===== src/rtl/uart_tx_mmio_pkg.sv =====
// Shared register map, status layout and FSM encodings for the memory-mapped UART transmitter.
package uart_tx_mmio_pkg;

  localparam int unsigned UartDivW = 16;
  typedef logic [UartDivW-1:0] uart_div_t;

  // Byte offsets within the UART window; bits [1:0] of the address are ignored.
  localparam logic [3:0] UartTxData = 4'h0;
  localparam logic [3:0] UartStatus = 4'h4;
  localparam logic [3:0] UartBaud   = 4'h8;

  localparam int unsigned StFull     = 0;
  localparam int unsigned StEmpty    = 1;
  localparam int unsigned StBusy     = 2;
  localparam int unsigned StOvf      = 3;
  localparam int unsigned StIrqEn    = 4;
  localparam int unsigned StCountLsb = 8;
  localparam int unsigned StCountW   = 3;

  typedef enum logic [1:0] {
    UartIdle  = 2'd0,
    UartStart = 2'd1,
    UartData  = 2'd2,
    UartStop  = 2'd3
  } uart_state_e;

  // Last cycle index of one bit period: max(div,1) - 1.
  function automatic uart_div_t bit_last(input uart_div_t div);
    return (div == '0) ? '0 : div - 16'd1;
  endfunction

endpackage


===== src/rtl/uart_tx_mmio_fifo.sv =====
// Synchronous byte FIFO; a push while full is accepted only if a pop happens in the same cycle.
module uart_sync_fifo #(
  parameter int unsigned DEPTH = 4,
  parameter int unsigned WIDTH = 8
) (
  input  logic                     clk,
  input  logic                     rst,
  input  logic                     push,
  input  logic                     pop,
  input  logic [WIDTH-1:0]         wdata,
  output logic [WIDTH-1:0]         rdata,
  output logic                     full,
  output logic                     empty,
  output logic [$clog2(DEPTH):0]   count
);

  localparam int unsigned AddrW  = $clog2(DEPTH);
  localparam int unsigned CountW = AddrW + 1;

  logic [WIDTH-1:0] mem [DEPTH];
  logic [AddrW-1:0] wr_ptr;
  logic [AddrW-1:0] rd_ptr;
  logic             do_push;
  logic             do_pop;

  assign full    = (count == CountW'(DEPTH));
  assign empty   = (count == '0);
  assign do_pop  = pop & ~empty;
  assign do_push = push & (~full | do_pop);
  assign rdata   = mem[rd_ptr];

  always_ff @(posedge clk) begin
    if (do_push) begin
      mem[wr_ptr] <= wdata;
    end
  end

  always_ff @(posedge clk or posedge rst) begin
    if (rst) begin
      wr_ptr <= '0;
      rd_ptr <= '0;
      count  <= '0;
    end else begin
      if (do_push) wr_ptr <= wr_ptr + AddrW'(1);
      if (do_pop)  rd_ptr <= rd_ptr + AddrW'(1);
      case ({do_push, do_pop})
        2'b10:   count <= count + CountW'(1);
        2'b01:   count <= count - CountW'(1);
        default: count <= count;
      endcase
    end
  end

endmodule


===== src/rtl/uart_tx_mmio.sv =====
// Memory-mapped 8N1 UART transmitter: register decode, transmit FIFO and serialiser FSM.
module uart_tx_mmio
  import uart_tx_mmio_pkg::*;
#(
  parameter int unsigned FIFO_DEPTH  = 4,
  parameter uart_div_t   DEFAULT_DIV = 16'd868
) (
  input  logic        clk,
  input  logic        rst,
  input  logic        cs_i,
  input  logic        we_i,
  input  logic [3:0]  sel_i,
  input  logic [3:0]  addr_i,
  input  logic [31:0] data_i,
  output logic [31:0] data_o,
  output logic        tx_o,
  output logic        irq_o
);

  localparam int unsigned CountW = $clog2(FIFO_DEPTH) + 1;

  logic [3:0]        word_addr;
  logic              wr_en;
  logic              push_req;
  logic              pop;
  logic [7:0]        fifo_rdata;
  logic              fifo_full;
  logic              fifo_empty;
  logic [CountW-1:0] fifo_count;

  uart_state_e state;
  uart_div_t   baud_div;
  uart_div_t   cyc_cnt;
  logic [2:0]  bit_idx;
  logic [7:0]  shift;
  logic        overflow;
  logic        enable_irq;
  logic        bit_done;
  logic        unused_ok;

  assign unused_ok = ^{addr_i[1:0], sel_i[3:2], data_i[31:16]};

  assign word_addr = {addr_i[3:2], 2'b00};
  assign wr_en     = cs_i & we_i;
  assign push_req  = wr_en & sel_i[0] & (word_addr == UartTxData);

  // Compare with >= so a shorter divisor written mid-bit ends the bit on the next edge.
  assign bit_done  = (cyc_cnt >= bit_last(baud_div));
  assign pop       = ~fifo_empty &
                     ((state == UartIdle) | ((state == UartStop) & bit_done));

  uart_sync_fifo #(
    .DEPTH (FIFO_DEPTH),
    .WIDTH (8)
  ) u_fifo (
    .clk   (clk),
    .rst   (rst),
    .push  (push_req),
    .pop   (pop),
    .wdata (data_i[7:0]),
    .rdata (fifo_rdata),
    .full  (fifo_full),
    .empty (fifo_empty),
    .count (fifo_count)
  );

  // Configuration, sticky overflow and interrupt registers.
  always_ff @(posedge clk or posedge rst) begin
    if (rst) begin
      baud_div   <= DEFAULT_DIV;
      overflow   <= 1'b0;
      enable_irq <= 1'b0;
      irq_o      <= 1'b0;
    end else begin
      irq_o <= enable_irq & fifo_empty;
      if (wr_en && word_addr == UartStatus && sel_i[0]) begin
        enable_irq <= data_i[StIrqEn];
        if (data_i[StOvf]) overflow <= 1'b0;
      end
      if (wr_en && word_addr == UartBaud) begin
        if (sel_i[0]) baud_div[7:0]  <= data_i[7:0];
        if (sel_i[1]) baud_div[15:8] <= data_i[15:8];
      end
      if (push_req && fifo_full && !pop) overflow <= 1'b1;
    end
  end

  // Serialiser: start bit, 8 data bits LSB first, stop bit; back-to-back frames out of STOP.
  always_ff @(posedge clk or posedge rst) begin
    if (rst) begin
      state   <= UartIdle;
      cyc_cnt <= '0;
      bit_idx <= '0;
      shift   <= '0;
      tx_o    <= 1'b1;
    end else begin
      if (state == UartIdle || bit_done) cyc_cnt <= '0;
      else                               cyc_cnt <= cyc_cnt + 16'd1;

      case (state)
        UartIdle: begin
          if (pop) begin
            shift   <= fifo_rdata;
            bit_idx <= '0;
            tx_o    <= 1'b0;
            state   <= UartStart;
          end
        end
        UartStart: begin
          if (bit_done) begin
            tx_o    <= shift[0];
            shift   <= {1'b0, shift[7:1]};
            bit_idx <= '0;
            state   <= UartData;
          end
        end
        UartData: begin
          if (bit_done) begin
            if (bit_idx == 3'd7) begin
              tx_o  <= 1'b1;
              state <= UartStop;
            end else begin
              tx_o    <= shift[0];
              shift   <= {1'b0, shift[7:1]};
              bit_idx <= bit_idx + 3'd1;
            end
          end
        end
        UartStop: begin
          if (bit_done) begin
            if (pop) begin
              shift   <= fifo_rdata;
              bit_idx <= '0;
              tx_o    <= 1'b0;
              state   <= UartStart;
            end else begin
              state <= UartIdle;
            end
          end
        end
        default: begin
          tx_o  <= 1'b1;
          state <= UartIdle;
        end
      endcase
    end
  end

  // Zero-wait-state read mux.
  always_comb begin
    data_o = '0;
    case (word_addr)
      UartStatus: begin
        data_o[StFull]                      = fifo_full;
        data_o[StEmpty]                     = fifo_empty;
        data_o[StBusy]                      = (state != UartIdle);
        data_o[StOvf]                       = overflow;
        data_o[StIrqEn]                     = enable_irq;
        data_o[StCountLsb +: StCountW]      = StCountW'(fifo_count);
      end
      UartBaud: begin
        data_o[15:0] = baud_div;
      end
      default: begin
        data_o = '0;
      end
    endcase
  end

endmodule


===== config.mk =====
export PLATFORM = sky130hd
export DESIGN_NAME = uart_tx_mmio
export DESIGN_NICKNAME = d
export VERILOG_FILES = /design/src/rtl/uart_tx_mmio_pkg.sv /design/src/rtl/uart_tx_mmio_fifo.sv /design/src/rtl/uart_tx_mmio.sv
export SDC_FILE = /design/constraint.sdc
export NUM_CORES = 1
export LEC_CHECK = 0
export BUFFER_PORTS_ARGS = -buffer_cell sky130_fd_sc_hd__buf_2
export CORE_MARGIN = 2
export CORE_UTILIZATION = 40
export DETAILED_ROUTE_END_ITERATION = 16
export SETUP_SLACK_MARGIN = 0.15
export SYNTH_ARGS = -nofsm -noshare
export SYNTH_HDL_FRONTEND = slang
export SYNTH_SLANG_ARGS = --single-unit

===== constraint.sdc =====
create_clock -name clk -period 4.55 [get_ports clk]
set_input_delay 0.455 -clock clk [delete_from_list [all_inputs] [get_ports clk]]
set_output_delay 0.455 -clock clk [all_outputs]
set_load 0.05 [all_outputs]

==> results.json <==
{
  "top_usage_layer": "met2",
  "yosysTopAreaCellShare_pct": 24.4,
  "clock_tree.htree_level_count": 3,
  "worst_hold_margin_ns": 0.317,
  "number_of_placement_rows": 41,
  "antenna_cells": 0,
  "ir_drop_worst_vdd_uv": 274,
  "tritoncts": "yes",
  "mostFrequentLayoutCells": "50 x sky130_fd_sc_hd__dfrtp_1, 41 x sky130_fd_sc_hd__buf_2, 33 x sky130_fd_sc_hd__ha_1",
  "routabilityCongestion": 0.791,
  "pin_count": 78,
  "synth_sequential_area_ratio_pct": 46.2,
  "timing.hold.worst.class": "in2async",
  "finalMaxSlewViolations": 0,
  "multi_input_area_mm2": 0.00258,
  "via_count": 3455,
  "grt_start_max_net_pins": 57,
  "cts_inserted_buffers": 9,
  "power.density_mw_per_mm2": 548,
  "finalSetupViolations": 0,
  "worst_setup_hold_path_clk_slew_ns": 0.07,
  "syn2layout_area_growth_pct": 14.4,
  "final.setup_skew_ns": 0.0110,
  "vias_per_cell": 5.07,
  "post_synthesis_instance_total": 452,
  "endpoint_kind": "flop",
  "cp.buffers_inverters": 2,
  "grt_first_pass_wirelength_um": 17100,
  "postRouteWirelength_um": 10500,
  "clockBufferDepth": 2,
  "cp_slowest_stage_delay_ns": 0.57,
  "core_region_area_mm2": 0.0126,
  "detailedRoute.firstPassIterationCount": 4,
  "grt_use_met3_pct": 2.83,
  "number_of_unique_standard_cell_types_used_by_synthesis": 63,
  "clk-insertion-delay-late_ns": 0.34,
  "wire_per_inst_um": 15.5,
  "drv.max_cap_violation_count": 0,
  "synthArstFlopShare_pct": 63.6,
  "crit_path_cell_trace": "or4_4 > nor4_2 > buf_4 > nand3_1 > xnor2_1 > nand2_1 > ha_4 > nand4_1 > or3_4 > or3_4 > a31oi_4 > o31ai_4 > ha_1 > inv_1 > fa_1 > xor2_1 > nor2_1 > xor2_1",
  "path_max_fanout": 7,
  "synth_enable_flop_cells": 32,
  "critPathSlowestCell": "sky130_fd_sc_hd__or4_4",
  "synth.largest_area_cell": "sky130_fd_sc_hd__dfrtp_1",
  "synth_area_leaders": "sky130_fd_sc_hd__dfrtp_1 24%, sky130_fd_sc_hd__edfxtp_1 19%, sky130_fd_sc_hd__ha_1 8.3%",
  "synth.avg_cell_area_um2": 11.3,
  "dp_hpwl_um": 7710,
  "clock-sinks": 88,
  "antenna_found_initial": 0,
  "grt_use_met2_pct": 25.3,
  "yosysWarningCount": 0,
  "grt_overflow_total": 0,
  "cts-root-buf": "sky130_fd_sc_hd__clkbuf_16",
  "synth.ff_latch_count": 88,
  "timing.setup.tns_ns": 0,
  "port_buffers": 41,
  "route.antenna.remaining_nets": 0,
  "max_slew.worst_pin.slew_ns": 0.745,
  "die_height_um": 117,
  "worst_ep_arrival_time_ns": 4.33,
  "dieWidth_um": 117,
  "fmaxAchievable_mhz": 243,
  "drc": 0,
  "initial_core_util_pct": 40.8,
  "hold_viol": 0,
  "post_route_cells_drive_above_1_share_pct": 24.4,
  "rsz0062_at_grt": "false",
  "critical_path.top_delay_family": "simple AND/OR/NAND/NOR gates",
  "synth_top_flop_cell": "sky130_fd_sc_hd__dfrtp_1",
  "status": "complete, no violations",
  "placement.cell_area_mm2": 0.00551,
  "area_of_all_placed_cells_without_fillers_mm2": 0.00586,
  "worst_slew_margin_rel_pct": 50.4,
  "first_global_vias": 3336,
  "kind_of_critical_path": "reg2reg",
  "power.total_mw": 3.21,
  "global_route.usage.met1_pct": 23.0,
  "min_period_over_period_pct": 90.4,
  "synth.cell_area_mm2": 0.00512,
  "groute.usage.overall_pct": 16.2,
  "shortest_clock_period_the_worst_path_allows_after_layout_ns": 4.11,
  "worst-endpoint-required_ns": 4.76,
  "worstSetupStartpointType": "flop",
  "layout.area.seq_mm2": 0.00237,
  "finalNetCount": 583,
  "fillerInstances": 1158,
  "layout.cells.most_common": "sky130_fd_sc_hd__dfrtp_1",
  "power_leakage_nw": 2.55,
  "drt_first_iter_violations": 154,
  "die_footprint_mm2": 0.0137
}
==> cell type report <==
cell class,count,share of cell area [%]
Timing Repair Buffer,55,5.29
Clock inverter,7,1.19
Tap cell,172,3.67
Sequential cell,88,40.4
Clock buffer,9,3.84
Multi-Input combinational cell,326,44.1
Inverter,24,1.54
==> cells by family after synthesis <==
| family | count (synthesis) | synth area share, % |
|---|---|---|
| AO/OA/AOI/OAI | 51 | 8.59 |
| buffers and inverters | 53 | 5.22 |
| flip-flops | 88 | 46.2 |
| multiplexers | 34 | 9.06 |
| other | 1 | 0.0732 |
| XOR/XNOR | 32 | 5.47 |
| AND/OR/NAND/NOR | 158 | 16.7 |
| adder cells (fa/ha/maj) | 35 | 8.69 |
==> worst register-to-register path: stages, from the launching register on <==
cell	delay, ns
sky130_fd_sc_hd__dfstp_2	0.41
sky130_fd_sc_hd__or4_4	0.58
sky130_fd_sc_hd__nor4_2	0.15
sky130_fd_sc_hd__buf_4	0.15
sky130_fd_sc_hd__nand3_1	0.08
sky130_fd_sc_hd__xnor2_1	0.14
sky130_fd_sc_hd__nand2_1	0.11
sky130_fd_sc_hd__ha_4	0.29
sky130_fd_sc_hd__nand4_1	0.13
sky130_fd_sc_hd__or3_4	0.39
sky130_fd_sc_hd__or3_4	0.38
sky130_fd_sc_hd__a31oi_4	0.29
sky130_fd_sc_hd__o31ai_4	0.09
sky130_fd_sc_hd__ha_1	0.22
sky130_fd_sc_hd__inv_1	0.07
sky130_fd_sc_hd__fa_1	0.17
sky130_fd_sc_hd__xor2_1	0.14
sky130_fd_sc_hd__nor2_1	0.06
sky130_fd_sc_hd__xor2_1	0.14
==> per-stage QoR <==
step | instances | utilization, % | setup slack [ns]
3_3_place_gp | 663 | 43.9 | 0.156
4_1_cts | 680 | 46.3 | 0.203
2_1_floorplan | 467 | - | 0.336
5_1_grt | 681 | 46.7 | 0.171
6_report | 681 | 46.7 | 0.436
3_5_place_dp | 663 | 43.9 | 0.0969
==> Yosys cell counts (2+ instances only) <==
master                      instances
sky130_fd_sc_hd__dfrtp_1           50
sky130_fd_sc_hd__ha_1              34
sky130_fd_sc_hd__edfxtp_1          32
sky130_fd_sc_hd__nand2_1           32
sky130_fd_sc_hd__nor2_1            31
sky130_fd_sc_hd__inv_1             24
sky130_fd_sc_hd__mux2_2            18
sky130_fd_sc_hd__xor2_1            18
sky130_fd_sc_hd__and2_1            17
sky130_fd_sc_hd__buf_4             16
sky130_fd_sc_hd__xnor2_1           14
sky130_fd_sc_hd__nand3_1           13
sky130_fd_sc_hd__nor2b_1           12
sky130_fd_sc_hd__clkbuf_1          10
sky130_fd_sc_hd__nand2b_1          10
sky130_fd_sc_hd__mux4_2             8
sky130_fd_sc_hd__nor3_1             8
sky130_fd_sc_hd__mux2i_1            7
sky130_fd_sc_hd__nand4b_1           7
sky130_fd_sc_hd__a22oi_1            6
sky130_fd_sc_hd__dfstp_2            6
sky130_fd_sc_hd__and3_1             5
sky130_fd_sc_hd__nand4_1            5
sky130_fd_sc_hd__nor4_1             5
sky130_fd_sc_hd__o211ai_1           5
sky130_fd_sc_hd__o21ai_0            5
sky130_fd_sc_hd__a21oi_1            4
sky130_fd_sc_hd__a32o_1             3
sky130_fd_sc_hd__o2111ai_1          3
sky130_fd_sc_hd__o31ai_1            3
sky130_fd_sc_hd__a22o_1             2
sky130_fd_sc_hd__a31oi_1            2
sky130_fd_sc_hd__a32oi_1            2
sky130_fd_sc_hd__o31a_1             2
sky130_fd_sc_hd__or2_2              2
sky130_fd_sc_hd__or3_1              2
sky130_fd_sc_hd__or3_4              2
sky130_fd_sc_hd__or4_1              2
==> report_power, final <==
| group | internal [mW] | switching [mW] | leakage (nW) | total, mW |
|---|---|---|---|---|
| combinational | 0.592 | 0.694 | 1.43 | 1.29 |
| sequential | 0.989 | 0.205 | 0.985 | 1.19 |
| clock | 0.386 | 0.349 | 0.142 | 0.735 |
| total | 1.97 | 1.25 | 2.55 | 3.21 |
==> what timing repair did <==
item / 4_1_cts / 5_1_grt
endpoints found under the setup margin: 2 / 14
hold endpoints to repair: 0 / 0
buffers inserted: 1 / 1
hold buffers: 0 / 0
pin swaps: 2 / 4
resized for setup: 0 / 6
==> registers in the layout, summed over array words and instances (netlist names), 2 cells and up <==
register,flops
baud_div,16
bit_idx,3
cyc_cnt,16
shift,8
state,2
u_fifo.count,3
u_fifo.mem,32
u_fifo.rd_ptr,2
u_fifo.wr_ptr,2
==> per-layer routing <==
metal | wire length, um | part of all wire [%] | vias to the layer above
met5 | 0 | 0 | -
met3 | 483 | 4.6 | 3
met4 | 17 | 0.16 | 0
met2 | 4980 | 47 | 101
met1 | 5050 | 48 | 1667
li1 | - | - | 1684
==> path summary, 6_finish.rpt <==
check                             from         endpoint  slack (ns)  cells after the start
setup reg to reg           baud_div[8]  u_fifo.count[2]        0.44                     18
min in group clk             data_i[9]      baud_div[9]        0.34                      2
hold reg to reg               shift[7]         shift[7]        0.50                      1
hold / removal                     rst       bit_idx[0]        0.32                      3
setup / recovery           baud_div[8]  u_fifo.count[2]        0.44                     18
max in group asynchronous          rst      baud_div[3]        3.74                      3
No activity file was read; power rests on OpenSTA's default activity.
